[config.mk]
export PLATFORM = sky130hd
export DESIGN_NAME = mem_arbiter_flat
export DESIGN_NICKNAME = d
export VERILOG_FILES = /design/src/rtl/mem_arbiter_if.sv /design/src/rtl/mem_arbiter.sv /design/src/flat_wrapper.sv
export SDC_FILE = /design/constraint.sdc
export NUM_CORES = 1
export LEC_CHECK = 0
export CAP_MARGIN = 10
export CELL_PAD_IN_SITES_DETAIL_PLACEMENT = 1
export CELL_PAD_IN_SITES_GLOBAL_PLACEMENT = 2
export CORE_MARGIN = 5
export CORE_UTILIZATION = 23
export DETAILED_ROUTE_END_ITERATION = 6
export PLACE_DENSITY_LB_ADDON = 0.1
export RECOVER_POWER = 25
export SLEW_MARGIN = 10
export SYNTH_ARGS = -nofsm -noshare
export SYNTH_HDL_FRONTEND = slang
export SYNTH_SLANG_ARGS = --single-unit
[constraint.sdc]
create_clock -name clk -period 1.65 [get_ports clk]
set_input_delay 0.2475 -clock clk [delete_from_list [all_inputs] [get_ports clk]]
set_output_delay 0.2475 -clock clk [all_outputs]
set_load 0.01 [all_outputs]
[src/rtl/mem_arbiter_if.sv]
// -----------------------------------------------------------------------------
// mem_arbiter_if
// Bus between the two-requester arbiter and the shared memory.
//   mem_req        : access request to the memory (arbiter -> memory)
//   mem_r_w_type   : 0 = read, 1 = write              (arbiter -> memory)
//   mem_addr       : 10-bit byte address              (arbiter -> memory)
//   mem_write_data : 32-bit write data                (arbiter -> memory)
//   mem_read_data  : 32-bit read data, valid with mem_done (memory -> arbiter)
//   mem_done       : access completion                (memory -> arbiter)
// Modports: master = arbiter side, slave = memory side.
// -----------------------------------------------------------------------------
interface mem_arbiter_if;
  logic        mem_req;
  logic        mem_r_w_type;
  logic [9:0]  mem_addr;
  logic [31:0] mem_write_data;
  logic [31:0] mem_read_data;
  logic        mem_done;

  modport master (
    output mem_req,
    output mem_r_w_type,
    output mem_addr,
    output mem_write_data,
    input  mem_read_data,
    input  mem_done
  );

  modport slave (
    input  mem_req,
    input  mem_r_w_type,
    input  mem_addr,
    input  mem_write_data,
    output mem_read_data,
    output mem_done
  );
endinterface

[src/rtl/mem_arbiter.sv]
// -----------------------------------------------------------------------------
// mem_arbiter
// Arbitrates two requesters onto one shared memory. A three-state FSM
// (IDLE -> BUSY -> RESP) grants one requester, latches its command into the
// mem_* registers, waits for mem_done, then pulses that requester's done.
// Ties are broken round-robin using the last granted requester.
//
// Configuration macro:
//   MEM_ARB_FIXED_PRIO_EN : when defined, requester 0 always wins a tie.
//
// Ports:
//   clk                       : rising-edge clock
//   reset                     : synchronous, active-high reset
//   req0 / req1               : requests, held until their done pulse
//   r_w_type0 / r_w_type1     : 0 = read, 1 = write
//   addr0 / addr1             : 10-bit byte address
//   write_data0 / write_data1 : 32-bit write data
//   read_data0 / read_data1   : registered read result per requester
//   done0 / done1             : one-cycle completion pulse per requester
//   busy                      : high while in BUSY or RESP
//   mem_bus                   : memory bus (master side)
// -----------------------------------------------------------------------------
module mem_arbiter (
  input  logic                 clk,
  input  logic                 reset,
  input  logic                 req0,
  input  logic                 req1,
  input  logic                 r_w_type0,
  input  logic                 r_w_type1,
  input  logic [9:0]           addr0,
  input  logic [9:0]           addr1,
  input  logic [31:0]          write_data0,
  input  logic [31:0]          write_data1,
  output logic [31:0]          read_data0,
  output logic [31:0]          read_data1,
  output logic                 done0,
  output logic                 done1,
  output logic                 busy,
  mem_arbiter_if.master        mem_bus
);

  localparam logic [1:0] IDLE = 2'd0;
  localparam logic [1:0] BUSY = 2'd1;
  localparam logic [1:0] RESP = 2'd2;

  logic [1:0]  state_r;
  logic        last_grant_r;
  logic        grant_r;
  logic        mem_req_r;
  logic        mem_r_w_type_r;
  logic [9:0]  mem_addr_r;
  logic [31:0] mem_write_data_r;
  logic [31:0] read_data0_r;
  logic [31:0] read_data1_r;
  logic        done0_r;
  logic        done1_r;
  logic        busy_r;
  logic        req_any_s;
  logic        grant_sel_s;

  // Arbitration: pick the requester to grant if the FSM is in IDLE.
  always_comb begin
    req_any_s   = req0 | req1;
    grant_sel_s = 1'b0;
    if (req0 && req1) begin
`ifdef MEM_ARB_FIXED_PRIO_EN
      grant_sel_s = 1'b0;
`else
      // Grant whoever was not served last; last_grant resets to 1 so
      // requester 0 wins the first tie.
      grant_sel_s = ~last_grant_r;
`endif
    end else if (req1) begin
      grant_sel_s = 1'b1;
    end else begin
      grant_sel_s = 1'b0;
    end
  end

  // FSM, command latches, read-data capture and done pulses.
  always_ff @(posedge clk) begin
    if (reset) begin
      state_r          <= IDLE;
      last_grant_r     <= 1'b1;
      grant_r          <= 1'b0;
      mem_req_r        <= 1'b0;
      mem_r_w_type_r   <= 1'b0;
      mem_addr_r       <= 10'h000;
      mem_write_data_r <= 32'h0000_0000;
      read_data0_r     <= 32'h0000_0000;
      read_data1_r     <= 32'h0000_0000;
      done0_r          <= 1'b0;
      done1_r          <= 1'b0;
      busy_r           <= 1'b0;
    end else begin
      case (state_r)
        IDLE: begin
          done0_r <= 1'b0;
          done1_r <= 1'b0;
          if (req_any_s) begin
            // Requester inputs are only looked at here; BUSY works
            // purely from the latched copies.
            grant_r          <= grant_sel_s;
            mem_req_r        <= 1'b1;
            busy_r           <= 1'b1;
            state_r          <= BUSY;
            mem_r_w_type_r   <= grant_sel_s ? r_w_type1   : r_w_type0;
            mem_addr_r       <= grant_sel_s ? addr1       : addr0;
            mem_write_data_r <= grant_sel_s ? write_data1 : write_data0;
          end else begin
            mem_req_r <= 1'b0;
            busy_r    <= 1'b0;
          end
        end
        BUSY: begin
          if (mem_bus.mem_done) begin
            state_r   <= RESP;
            mem_req_r <= 1'b0;
            if (grant_r) begin
              done1_r <= 1'b1;
            end else begin
              done0_r <= 1'b1;
            end
            // Only reads update the requester's read register.
            if (!mem_r_w_type_r) begin
              if (grant_r) begin
                read_data1_r <= mem_bus.mem_read_data;
              end else begin
                read_data0_r <= mem_bus.mem_read_data;
              end
            end
          end
        end
        RESP: begin
          done0_r      <= 1'b0;
          done1_r      <= 1'b0;
          busy_r       <= 1'b0;
          mem_req_r    <= 1'b0;
          last_grant_r <= grant_r;
          state_r      <= IDLE;
        end
        default: begin
          state_r   <= IDLE;
          mem_req_r <= 1'b0;
          busy_r    <= 1'b0;
          done0_r   <= 1'b0;
          done1_r   <= 1'b0;
        end
      endcase
    end
  end

  assign read_data0             = read_data0_r;
  assign read_data1             = read_data1_r;
  assign done0                  = done0_r;
  assign done1                  = done1_r;
  assign busy                   = busy_r;
  assign mem_bus.mem_req        = mem_req_r;
  assign mem_bus.mem_r_w_type   = mem_r_w_type_r;
  assign mem_bus.mem_addr       = mem_addr_r;
  assign mem_bus.mem_write_data = mem_write_data_r;

endmodule

[src/flat_wrapper.sv]
// flat-port wrapper written by rule: the top's interface ports become plain ports
module mem_arbiter_flat 
  (clk, reset, req0, req1, r_w_type0, r_w_type1, addr0, addr1, write_data0, write_data1, read_data0, read_data1, done0, done1, busy, mem_bus_mem_req, mem_bus_mem_r_w_type, mem_bus_mem_addr, mem_bus_mem_write_data, mem_bus_mem_read_data, mem_bus_mem_done);
  mem_arbiter_if mem_bus_i ();
  input  logic clk;
  input  logic reset;
  input  logic req0;
  input  logic req1;
  input  logic r_w_type0;
  input  logic r_w_type1;
  input  logic [9:0] addr0;
  input  logic [9:0] addr1;
  input  logic [31:0] write_data0;
  input  logic [31:0] write_data1;
  output logic [31:0] read_data0;
  output logic [31:0] read_data1;
  output logic done0;
  output logic done1;
  output logic busy;
  output wire logic [$bits(mem_bus_i.mem_req)-1:0] mem_bus_mem_req;
  output wire logic [$bits(mem_bus_i.mem_r_w_type)-1:0] mem_bus_mem_r_w_type;
  output wire logic [$bits(mem_bus_i.mem_addr)-1:0] mem_bus_mem_addr;
  output wire logic [$bits(mem_bus_i.mem_write_data)-1:0] mem_bus_mem_write_data;
  input wire logic [$bits(mem_bus_i.mem_read_data)-1:0] mem_bus_mem_read_data;
  input wire logic [$bits(mem_bus_i.mem_done)-1:0] mem_bus_mem_done;
  assign mem_bus_mem_req = mem_bus_i.mem_req;
  assign mem_bus_mem_r_w_type = mem_bus_i.mem_r_w_type;
  assign mem_bus_mem_addr = mem_bus_i.mem_addr;
  assign mem_bus_mem_write_data = mem_bus_i.mem_write_data;
  assign mem_bus_i.mem_read_data = mem_bus_mem_read_data;
  assign mem_bus_i.mem_done = mem_bus_mem_done;
  mem_arbiter u_core (.clk(clk), .reset(reset), .req0(req0), .req1(req1), .r_w_type0(r_w_type0), .r_w_type1(r_w_type1), .addr0(addr0), .addr1(addr1), .write_data0(write_data0), .write_data1(write_data1), .read_data0(read_data0), .read_data1(read_data1), .done0(done0), .done1(done1), .busy(busy), .mem_bus(mem_bus_i));
endmodule
Word level (Yosys, flattened, before mapping)
Cells that the tools add are included.

Register bits: 115.

Reductions and logical operators: 9. Mux-type cells: 12. Equality and inequality tests: 4. Bitwise operators: 5.

Operator list (count): $mux W32 (1); $mux W10 (1); $reduce_and A2 Y1 (4); $reduce_and A4 Y1 (2); $mux W1 (5); $mux W2 (2); $not A1 Y1 (4); $pmux W1 S2 (2); $pmux W2 S2 (1); $eq A2 B1 Y1 const B (1); $eq A2 B2 Y1 const B (1); $logic_not A2 Y1 (1); $ne A2 B1 Y1 const B (1); $ne A2 B2 Y1 const B (1); $reduce_or A2 Y1 (1); $logic_and A1 B1 Y1 (1); $or A1 B1 Y1 (1).

Depth between registers and ports, before layout
Gate-level depths: netlist of run 1.

Depth in word-level cells: 3. Depth in mapped cells: 6. Mapped depth without buffers: 3.

Least setup slack after synthesis of run 1
OpenSTA, ideal clock, no wires.

Path kind: flip-flop to flip-flop. Start: reg u_core.state_r[1]. End: reg u_core.read_data1_r[0], in the netlist u_core.read_data1[0]. Data required time: 1532 ps. Cell stages (with the launch flop): 7. Arrival: 1258 ps. Path slack: 274 ps. Setup time: 118 ps. Cell sequence: dfxtp_1 -> nand2b_1 -> buf_6 -> or3_1 -> buf_6 -> buf_12 -> mux2i_1.

Word-level cells in the longest chain between the ends: 2.

RTL lines: start, declared (RTL line mem_arbiter.sv:46) `logic [1:0] state_r;`; start signal, assigned (RTL line mem_arbiter.sv:83) `state_r <= IDLE;`; start signal, assigned (RTL line mem_arbiter.sv:106) `state_r <= BUSY;`; start signal, assigned (RTL line mem_arbiter.sv:117) `state_r <= RESP;`; $eq A2 B1 Y1 (RTL line mem_arbiter.sv:96) `case (state_r)`; $reduce_and A4 Y1 (no source line); end signal, assigned (RTL line mem_arbiter.sv:127) `read_data1_r <= mem_bus.mem_read_data;`; end, declared (RTL line mem_arbiter.sv:54) `logic [31:0] read_data1_r;`.

No other way between the ends. A chain may end at the register's enable or synchronous reset.

Worst setup path after layout of run 1
Start: reg u_core.read_data1_r[29], in the netlist u_core.read_data1[29]. End: out read_data1[29].

RTL lines: end, declared (RTL line flat_wrapper.sv:16) `output logic [31:0] read_data1;`.

No word-level cell between the ends.

==> out/results.txt, run 1 <==
CTS max path bufs - 2
Synth Cell Area - 4910 µm²
Vias in the first global route - 5155
P&R area growth vs syn - 68.63%
Largest net degree at the start of global routing - 51
Maximum clock frequency - 630.4 MHz
Fin crit period - 1.586 ns
Final setup TNS - 0 ns
Critical path capture point - read_data1[29]
DIE AREA - 24370 µm²
Power density cells - 1028 nW/µm²
Layout Nets - 876
Crit path DAT - 1.34 ns
Placer Congestion - 0.7635
Initial Util - 23.36%
Final ANT Viol Nets - 0
Final Power - 8513 µW
Reg2Reg Capture Point - u_core.read_data0[22]
R2R cell count - 5
Core outline area - 21020 µm²
Initial antenna violation count - 0
Area leader, netlist - dfxtp_1
Worst min path class - in2reg
Slew margin rel. - 68.65%
Mux contribution to synthesized area - 13.05%
CTS Sinks - 115
Static leakage - 0.003176 µW
Post-synth EDFFs - 0
CTS tree - done
Die H - 156.1 µm
Via density - 4.445
GRT Overall Usage - 14.23%
Yosys cell types - 27
Inserted Clock Buffers - 17
Routed Wire Length - 17900 µm
Least-Margin Pin Slew - 0.4702 ns
Unrepaired setup endpoints after global routing - false
Cell area after layout - 8279 µm²
Clk root buf - clkbuf_16
Critical path peak fanout - 2
Port Buffers - 233
Row count - 53
Fillers - 2336
Slew Limit Fails - 0
CP peak stage delay - 0.60 ns
Slowest-stage cell, CP - clkdlybuf4s50_1
Crit. End Element - output port
Hold Vio Cnt, Final - 0
Fraction of layout cells with a size suffix above 1 - 8.616%
DRC errors left - 0
Setup-failing EPs final - 0
Top Ports - 234
Worst-path clk slew - 0.06 ns
Syn Nets - 648
Compound-Gate Fraction of Synth Area - 13.53%
CP Launch Type - flip-flop
Post-Synth Adder-Cell Area - 0%
Stages on worst setup path - 1
Period utilization - 96.13%
Outcome - completed
Most frequent cell after synthesis - dfxtp_1
R2r setup slk - 0.12 ns
Largest delay share family, worst path - buffers and inverters
Warnings from Yosys - 0
First-pass GRT wire length - 27630 µm
Largest family of logic cells by synthesized area - simple AND/OR/NAND/NOR gates
Die X - 156.1 µm
Post-synth top cells - dfxtp_1 (115), nand2b_1 (98), nand2_1 (88), mux2i_1 (64), a21oi_1 (48)
Cell Area, Placed - 7619 µm²
HPWL Detailed - 12730 µm
TritonRoute pass-1 iters - 4
Wire length per cell - 17.20 µm
Worst VDD drop - 0.5790 mV
Synth Area in XOR/XNOR - 0%
Setup Skew - 0.007464 ns
Multi-input gate area - 2367 µm²
Worst setup path class - reg2out
# H-tree levels - 4
Required time of the critical path - 1.40 ns
Post-Synthesis Cells - 525
Mean post-synth cell area - 9.352 µm²
Top post-synthesis cells by area - dfxtp_1 (47%), mux2i_1 (13%), nand2b_1 (12%)
WP buf/inv - 1
Synth Flop Type - dfxtp_1
Gr ovfl total - 0
Critical Path, Cell by Cell - clkdlybuf4s50_1
Final antenna diode count - 0
Setup crit start - u_core.read_data1[29]
R2r startpoint - u_core.state_r[1]
#FFs+latches synth - 115
Clk_lat worst skew - 0.40 ns
Max Cap Viol - 0
DR vias - 4627
1st-iter DRT viols - 135
Post-synthesis sequential area ratio - 46.89%
Share of Yosys cell area claimed by the top area cell type - 46.89%
Simple-Gate Fraction of Synth Area - 21.08%
FFs w/ async S/R, synth - 0%
Register area - 2305 µm²
## sequential cells by signal (all words and copies together) (netlist names)
register	count
u_core.read_data1	32
u_core.read_data0	32
u_core.busy	1
u_core.done0	1
u_core.mem_bus.mem_write_data	32
u_core.mem_bus.mem_req	1
u_core.mem_bus.mem_r_w_type	1
u_core.mem_bus.mem_addr	10
u_core.last_grant_r	1
u_core.grant_r	1
u_core.done1	1
u_core.state_r	2
## metal layers
layer / global-route usage, % / vias to the layer above / routed length [µm]
met1: 16.57 / 2186 / 7460
met4: 4.752 / 0 / 240
met3: 6.602 / 15 / 1770
met5: 0 / - / 0
met2: 23.22 / 151 / 8431
li1: - / 2275 / -
## how the worst min path moves through the flow
stage                             from                         end  slack [ns]  depth (start not counted)
final                            reset              u_core.grant_r        0.32                          2
after global routing             reset      u_core.mem_bus.mem_req        0.33                          2
after CTS                        reset      u_core.mem_bus.mem_req        0.30                          2
after detailed placement  u_core.done0                u_core.done0        0.46                          2
after global placement    u_core.done0                u_core.done0        0.45                          2
after floorplan               addr0[0]  u_core.mem_bus.mem_addr[0]        0.41                          2
## through the flow
| step | setup slack [ns] | std cells | utilization (%) | hold WS [ns] |
|---|---|---|---|---|
| finish | 0.06382 | 1041 | 39.38 | 0.3151 |
| global route | 0.002922 | 1041 | 39.38 | 0.3348 |
| detailed placement | -0.1669 | 1007 | 36.24 | 0.4636 |
| global placement | -0.1300 | 1007 | 36.24 | 0.4497 |
| floorplan | 0.2736 | 525 | - | 0.4074 |
| CTS | 0.02051 | 1039 | 39.29 | 0.2964 |
## timing repair
item | CTS | global route
hold buffers | 0 | 0
endpoints found under the setup margin | 1 | 12
setup buffers | 0 | 0
pin swaps | 0 | 1
cloned | 0 | 2
resized for setup | 2 | 4
## power breakdown
part           leakage [µW]  switching [µW]  internal (µW)
combinational       0.00194             625            824
clock              0.000295            1420           2580
sequential         0.000941             107           2960
total               0.00318            2150           6370
## placed cells by master, fill, tap and decap left out, types with 3 or more instances in the layout
master | synthesis | routed
nand2b_1 | 98 | 98
clkbuf_16 | 0 | 18
dfxtp_1 | 115 | 113
nand2_1 | 88 | 88
buf_4 | 3 | 11
a311oi_1 | 43 | 43
clkinvlp_4 | 0 | 5
clkdlybuf4s50_1 | 0 | 230
clkinv_4 | 0 | 3
mux2i_1 | 64 | 64
buf_12 | 3 | 7
bufinv_16 | 0 | 4
a21oi_1 | 48 | 48
## cell families after synthesis
| logic type | Yosys count |
|---|---|
| AOI/OAI and AO/OA | 96 |
| buffers and inverters | 49 |
| DFF | 115 |
| muxes | 64 |
| and+or+nand+nor | 201 |
## area by class of cell
type	instances	area share [%]
multi-input cells	361	28.59
inverters	1	0.04534
clock inverters	14	2.433
flip-flops and latches	115	27.84
well taps	275	4.156
clock buffers	18	5.305
repair buffers	257	31.63
(Power assumes the default switching activity.)
==> run 2, diff against run 1 <==
==> constraint.sdc (replaced) <==
create_clock -name clk -period 1.7 [get_ports clk]
set_input_delay 0.255 -clock clk [delete_from_list [all_inputs] [get_ports clk]]
set_output_delay 0.255 -clock clk [all_outputs]
set_load 0.01 [all_outputs]
==> run 2 against run 1 <==
Core utilization increased by 0.14 points; register-to-register slack barely moved; non-clock buffer count rose by 1; setup slack gained 0.030 ns; combinational power hardly changed; sequential cell count stayed put; count of clock-buffer cells in the layout rose by 1; worst hold slack gained 0.064 ns; global-route usage up 0.50 points; die area unchanged; largest cell class unchanged.
==> out/results.txt, run 2 (synthesized netlist as in run 1, its figures left out) <==
Setup Skew - 0.009788 ns
Least-Margin Pin Slew - 0.4630 ns
Clk root buf - clkbuf_16
Clk_lat worst skew - 0.41 ns
Hold Vio Cnt, Final - 0
Most frequent cells in the layout - clkdlybuf4s50_1 (231), dfxtp_1 (115), nand2b_1 (98)
Top Ports - 234
Count of hold-fix buffers inserted at cts - 0
Power density cells - 1025 nW/µm²
CTS tree - done
HPWL Detailed - 13070 µm
Slew Limit Fails - 0
Placer Congestion - 0.7438
Crit path DAT - 1.35 ns
Required time of the critical path - 1.44 ns
# H-tree levels - 4
Routed Wire Length - 18310 µm
Critical path peak fanout - 2
Fraction of layout cells with a size suffix above 1 - 8.344%
Static leakage - 0.003214 µW
Placed Cells - 1006
Final ANT Viol Nets - 0
1st-iter DRT viols - 118
Period utilization - 94.49%
Slowest-stage cell, CP - clkdlybuf4s50_1
Gr ovfl total - 0
First-pass GRT wire length - 28370 µm
Wire length per cell - 17.57 µm
CP peak stage delay - 0.61 ns
Unrepaired setup endpoints after global routing - false
Die X - 156.1 µm
R2r setup slk - 0.13 ns
GRT Overall Usage - 14.73%
Final worst slack - 0.09365 ns
Vias in the first global route - 5183
Worst-path clk slew - 0.05 ns
Outcome - completed
CTS max path bufs - 2
Fin crit period - 1.606 ns
Port Buffers - 233
CTS Sinks - 115
Final cell count without fillers - 1042
WP buf/inv - 1
Setup-failing EPs final - 0
Worst VDD drop - 0.5181 mV
TritonRoute pass-1 iters - 4
Max Cap Viol - 0
Die H - 156.1 µm
Layout Nets - 877
Crit. End Element - output port
DIE AREA - 24370 µm²
DR vias - 4681
P&R area growth vs syn - 69.24%
Largest delay share family, worst path - buffers and inverters
Initial antenna violation count - 0
Core outline area - 21020 µm²
Inserted Clock Buffers - 17
CP Launch Type - flip-flop
Final antenna diode count - 0
Pre-CTS setup slack - -0.1121 ns
Critical Path, Cell by Cell - clkdlybuf4s50_1
Largest net degree at the start of global routing - 56
Via density - 4.492
Maximum clock frequency - 622.5 MHz
Worst setup path class - reg2out
Initial Util - 23.36%
Row count - 53
Commonest non-fill, non-tap cell in the layout - clkdlybuf4s50_1
Worst min path class - in2reg
Slew margin rel. - 69.13%
DRC errors left - 0
[run 2: metal layers]
metal	share of wire (%)	global-route usage, %	wire length [µm]
met3	9.6	7.046	1755
met2	48	24.31	8843
met1	41	16.87	7426
met4	1.5	4.711	280
met5	0	0	0
[run 2: per-stage QoR]
step / instance area, µm² / power (µW) / hold slack (ns) / utilization (%) / TNS, ns
CTS: 8292 / 8667 / 0.3585 / 39.44 / 0
finish: 8309 / 8515 / 0.3791 / 39.53 / 0
detailed placement: 7611 / 4463 / 0.4498 / 36.21 / -7.116
global route: 8309 / 8919 / 0.4086 / 39.53 / 0
global placement: 7611 / 4440 / 0.4477 / 36.21 / -3.346
floorplan: 4910 / 3602 / 0.4149 / - / 0
[run 2: worst paths after layout]
kind,endpoint,start,cells after the start
hold / removal,u_core.mem_bus.mem_write_data[28],reset,2
hold reg to reg,u_core.done0,u_core.done0,2
setup reg to reg,u_core.read_data0[3],u_core.state_r[1],6
setup / recovery,mem_bus_mem_addr[9],u_core.mem_bus.mem_addr[9],1
[run 2: worst reg2reg max path: stages (launching register included)]
cell and delay, ns:
dfxtp_1 0.33, nand2b_1 0.23, buf_4 0.19, nor3_4 0.11, buf_4 0.12, clkbuf_4 0.25
mux2i_1 0.25
[run 2: final cells by class]
class                      count  area, µm²
fill                        2332      12710
timing repair buffer         258       2618
multi-input combinational    361       2360
sequential                   115       2302
clock buffer                  19      452.9
tap                          275      344.1
clock inverter                13      229.0
inverter                       1      3.754
[run 2: what timing repair did]
item / in CTS / in global routing
gates resized for setup: 1 / 3
endpoints found under the setup margin: 1 / 1
buffers inserted: 0 / 2
pin swaps: 0 / 1
cloned: 0 / 2
[run 2: power by group]
part / leakage [µW] / total [µW] / switching, µW / internal, µW
registers: 0.000941 / 2970 / 103 / 2870
logic: 0.00194 / 1420 / 614 / 803
clock network: 0.000333 / 4130 / 1300 / 2830
total: 0.00321 / 8520 / 2010 / 6500
==> run 3, diff against run 2 <==
==> constraint.sdc (replaced) <==
create_clock -name clk -period 1.7 [get_ports clk]
set_input_delay 0.255 -clock clk [delete_from_list [all_inputs] [get_ports clk]]
set_output_delay 0.255 -clock clk [all_outputs]
set_load 0.005 [all_outputs]
==> run 3 against run 2 <==
Clock power about the same; first-iteration DRC count decreased by 4.2%; routed wire length decreased by 1.7%; final cell count decreased by 0.38%; critical endpoint unchanged; largest cell class unchanged.
==> out/results.txt, run 3 (synthesized netlist as in run 1, its figures left out) <==
Placed Cells - 1006
Crit. End Element - output port
Least-Margin Pin Slew - 0.4666 ns
Largest delay share family, worst path - buffers and inverters
Combinational Power Share - 15.9%
Die X - 156.1 µm
Cell area after layout - 8278 µm²
GRT Overall Usage - 14.73%
P_int - 6494 µW
R2r setup slk - 0.13 ns
Sw Share - 23.05%
Die H - 156.1 µm
DRC errors left - 0
R2r startpoint - u_core.state_r[0]
Worst-path clk slew - 0.05 ns
Hold path endpoint - u_core.mem_bus.mem_write_data[28]
Max Cap Viol - 0
DIE AREA - 24370 µm²
Placer Congestion - 0.7438
Slew margin rel. - 68.89%
Initial antenna violation count - 0
DR vias - 4657
Finished Core Util - 39.38%
1st-iter DRT viols - 113
Required time of the critical path - 1.44 ns
Count of hold-fix buffers inserted at cts - 0
Inserted Clock Buffers - 17
Critical Path, Cell by Cell - clkdlybuf4s50_1
HPWL Detailed - 13070 µm
Worst hold margin - 0.3819 ns
Post-CTS setup buffers - 0
P_sw - 1945 µW
Row count - 53
Wire length per cell - 17.34 µm
Gr ovfl total - 0
Top Ports - 234
CP peak stage delay - 0.58 ns
Clk root buf - clkbuf_16
Hold depth - 2
CTS Sinks - 115
Hold Vio Cnt, Final - 0
First-pass GRT wire length - 28370 µm
Largest net degree at the start of global routing - 56
CTS max path bufs - 2
Hold Startpoint - reset
Outcome - completed
Register area - 2303 µm²
Port Buffers - 233
Maximum clock frequency - 636.0 MHz
Worst VDD drop - 0.5170 mV
Static leakage - 0.003189 µW
Period utilization - 92.48%
Fillers - 2329
Cell Area, Placed - 7611 µm²
Final cell count without fillers - 1038
Worst min path class - in2reg
TritonRoute pass-1 iters - 4
Initial Util - 23.36%
Final Power - 8439 µW
Reg2Reg Capture Point - u_core.mem_bus.mem_write_data[26]
P&R area growth vs syn - 68.60%
Final ANT Viol Nets - 0
Slowest-stage cell, CP - clkdlybuf4s50_1
CTS tree - done
Share of power burned in registers - 35.2%
Clock Power Share - 48.9%
Slew Limit Fails - 0
Commonest non-fill, non-tap cell in the layout - clkdlybuf4s50_1
CP Launch Type - flip-flop
# H-tree levels - 4
Fraction of layout cells with a size suffix above 1 - 8.126%
R2R cell count - 5
Routed Wire Length - 17990 µm
Layout Nets - 873
Critical path peak fanout - 2
Crit path DAT - 1.32 ns
Multi-input gate area - 2356 µm²
Unrepaired setup endpoints after global routing - false
Clk_lat worst skew - 0.41 ns
Setup-failing EPs final - 0
Setup Skew - 0.01026 ns
Most frequent cells in the layout - clkdlybuf4s50_1 (231), dfxtp_1 (114), nand2b_1 (97)
Core outline area - 21020 µm²
WP buf/inv - 1
Power density cells - 1019 nW/µm²
Vias in the first global route - 5183
Final antenna diode count - 0
Fin crit period - 1.572 ns
Via density - 4.487
Worst setup path class - reg2out
==> run 3: final cells by class <==
| class | count | share of cell area, % |
|---|---|---|
| repair buffers | 254 | 31.27 |
| multi-input cells | 361 | 28.46 |
| flip-flops and latches | 115 | 27.83 |
| clock buffers | 19 | 5.472 |
| well taps | 275 | 4.157 |
| clock inverters | 13 | 2.766 |
| inverters | 1 | 0.04534 |
==> run 3: worst max path at each step <==
| stage | end | cells after the start | start |
|---|---|---|---|
| global placement | u_core.read_data1[11] | 5 | mem_bus_mem_done |
| CTS | mem_bus_mem_r_w_type | 1 | u_core.mem_bus.mem_r_w_type |
| detailed placement | u_core.mem_bus.mem_write_data[7] | 5 | req1 |
| floorplan | u_core.read_data1[0] | 6 | u_core.state_r[1] |
| finish | mem_bus_mem_addr[9] | 1 | u_core.mem_bus.mem_addr[9] |
| global route | u_core.mem_bus.mem_write_data[26] | 5 | u_core.state_r[0] |
==> run 3: routing by layer <==
layer,track usage [%],up-vias,wire [µm]
li1,-,2266,-
met1,16.87,2219,7384
met2,24.31,153,8562
met3,7.046,19,1762
met4,4.711,0,284
met5,0,-,0
==> run 3: timing repair <==
action / 4_1_cts / 5_1_grt
cloned: 0 / 0
hold endpoints to repair: 0 / 0
resized for setup: 1 / 3
setup endpoints to repair: 1 / 2
==> run 3: through the flow <==
stage	worst slack, ns	setup TNS (ns)
after global routing	0.01435	0
after CTS	0.02577	0
after detailed placement	-0.1121	-7.116
after floorplan	0.3236	0
final	0.1278	0
after global placement	-0.1015	-3.346
==> run 3: power groups by stage <==
| stage | registers [µW] | logic, µW | clock network, µW |
|---|---|---|---|
| floorplan | 3030 | 512 | 0 |
| global placement | 3020 | 1360 | 0 |
| detailed placement | 3030 | 1370 | 0 |
| CTS | 2980 | 1380 | 4250 |
| global route | 2990 | 1460 | 4390 |
| finish | 2970 | 1340 | 4130 |
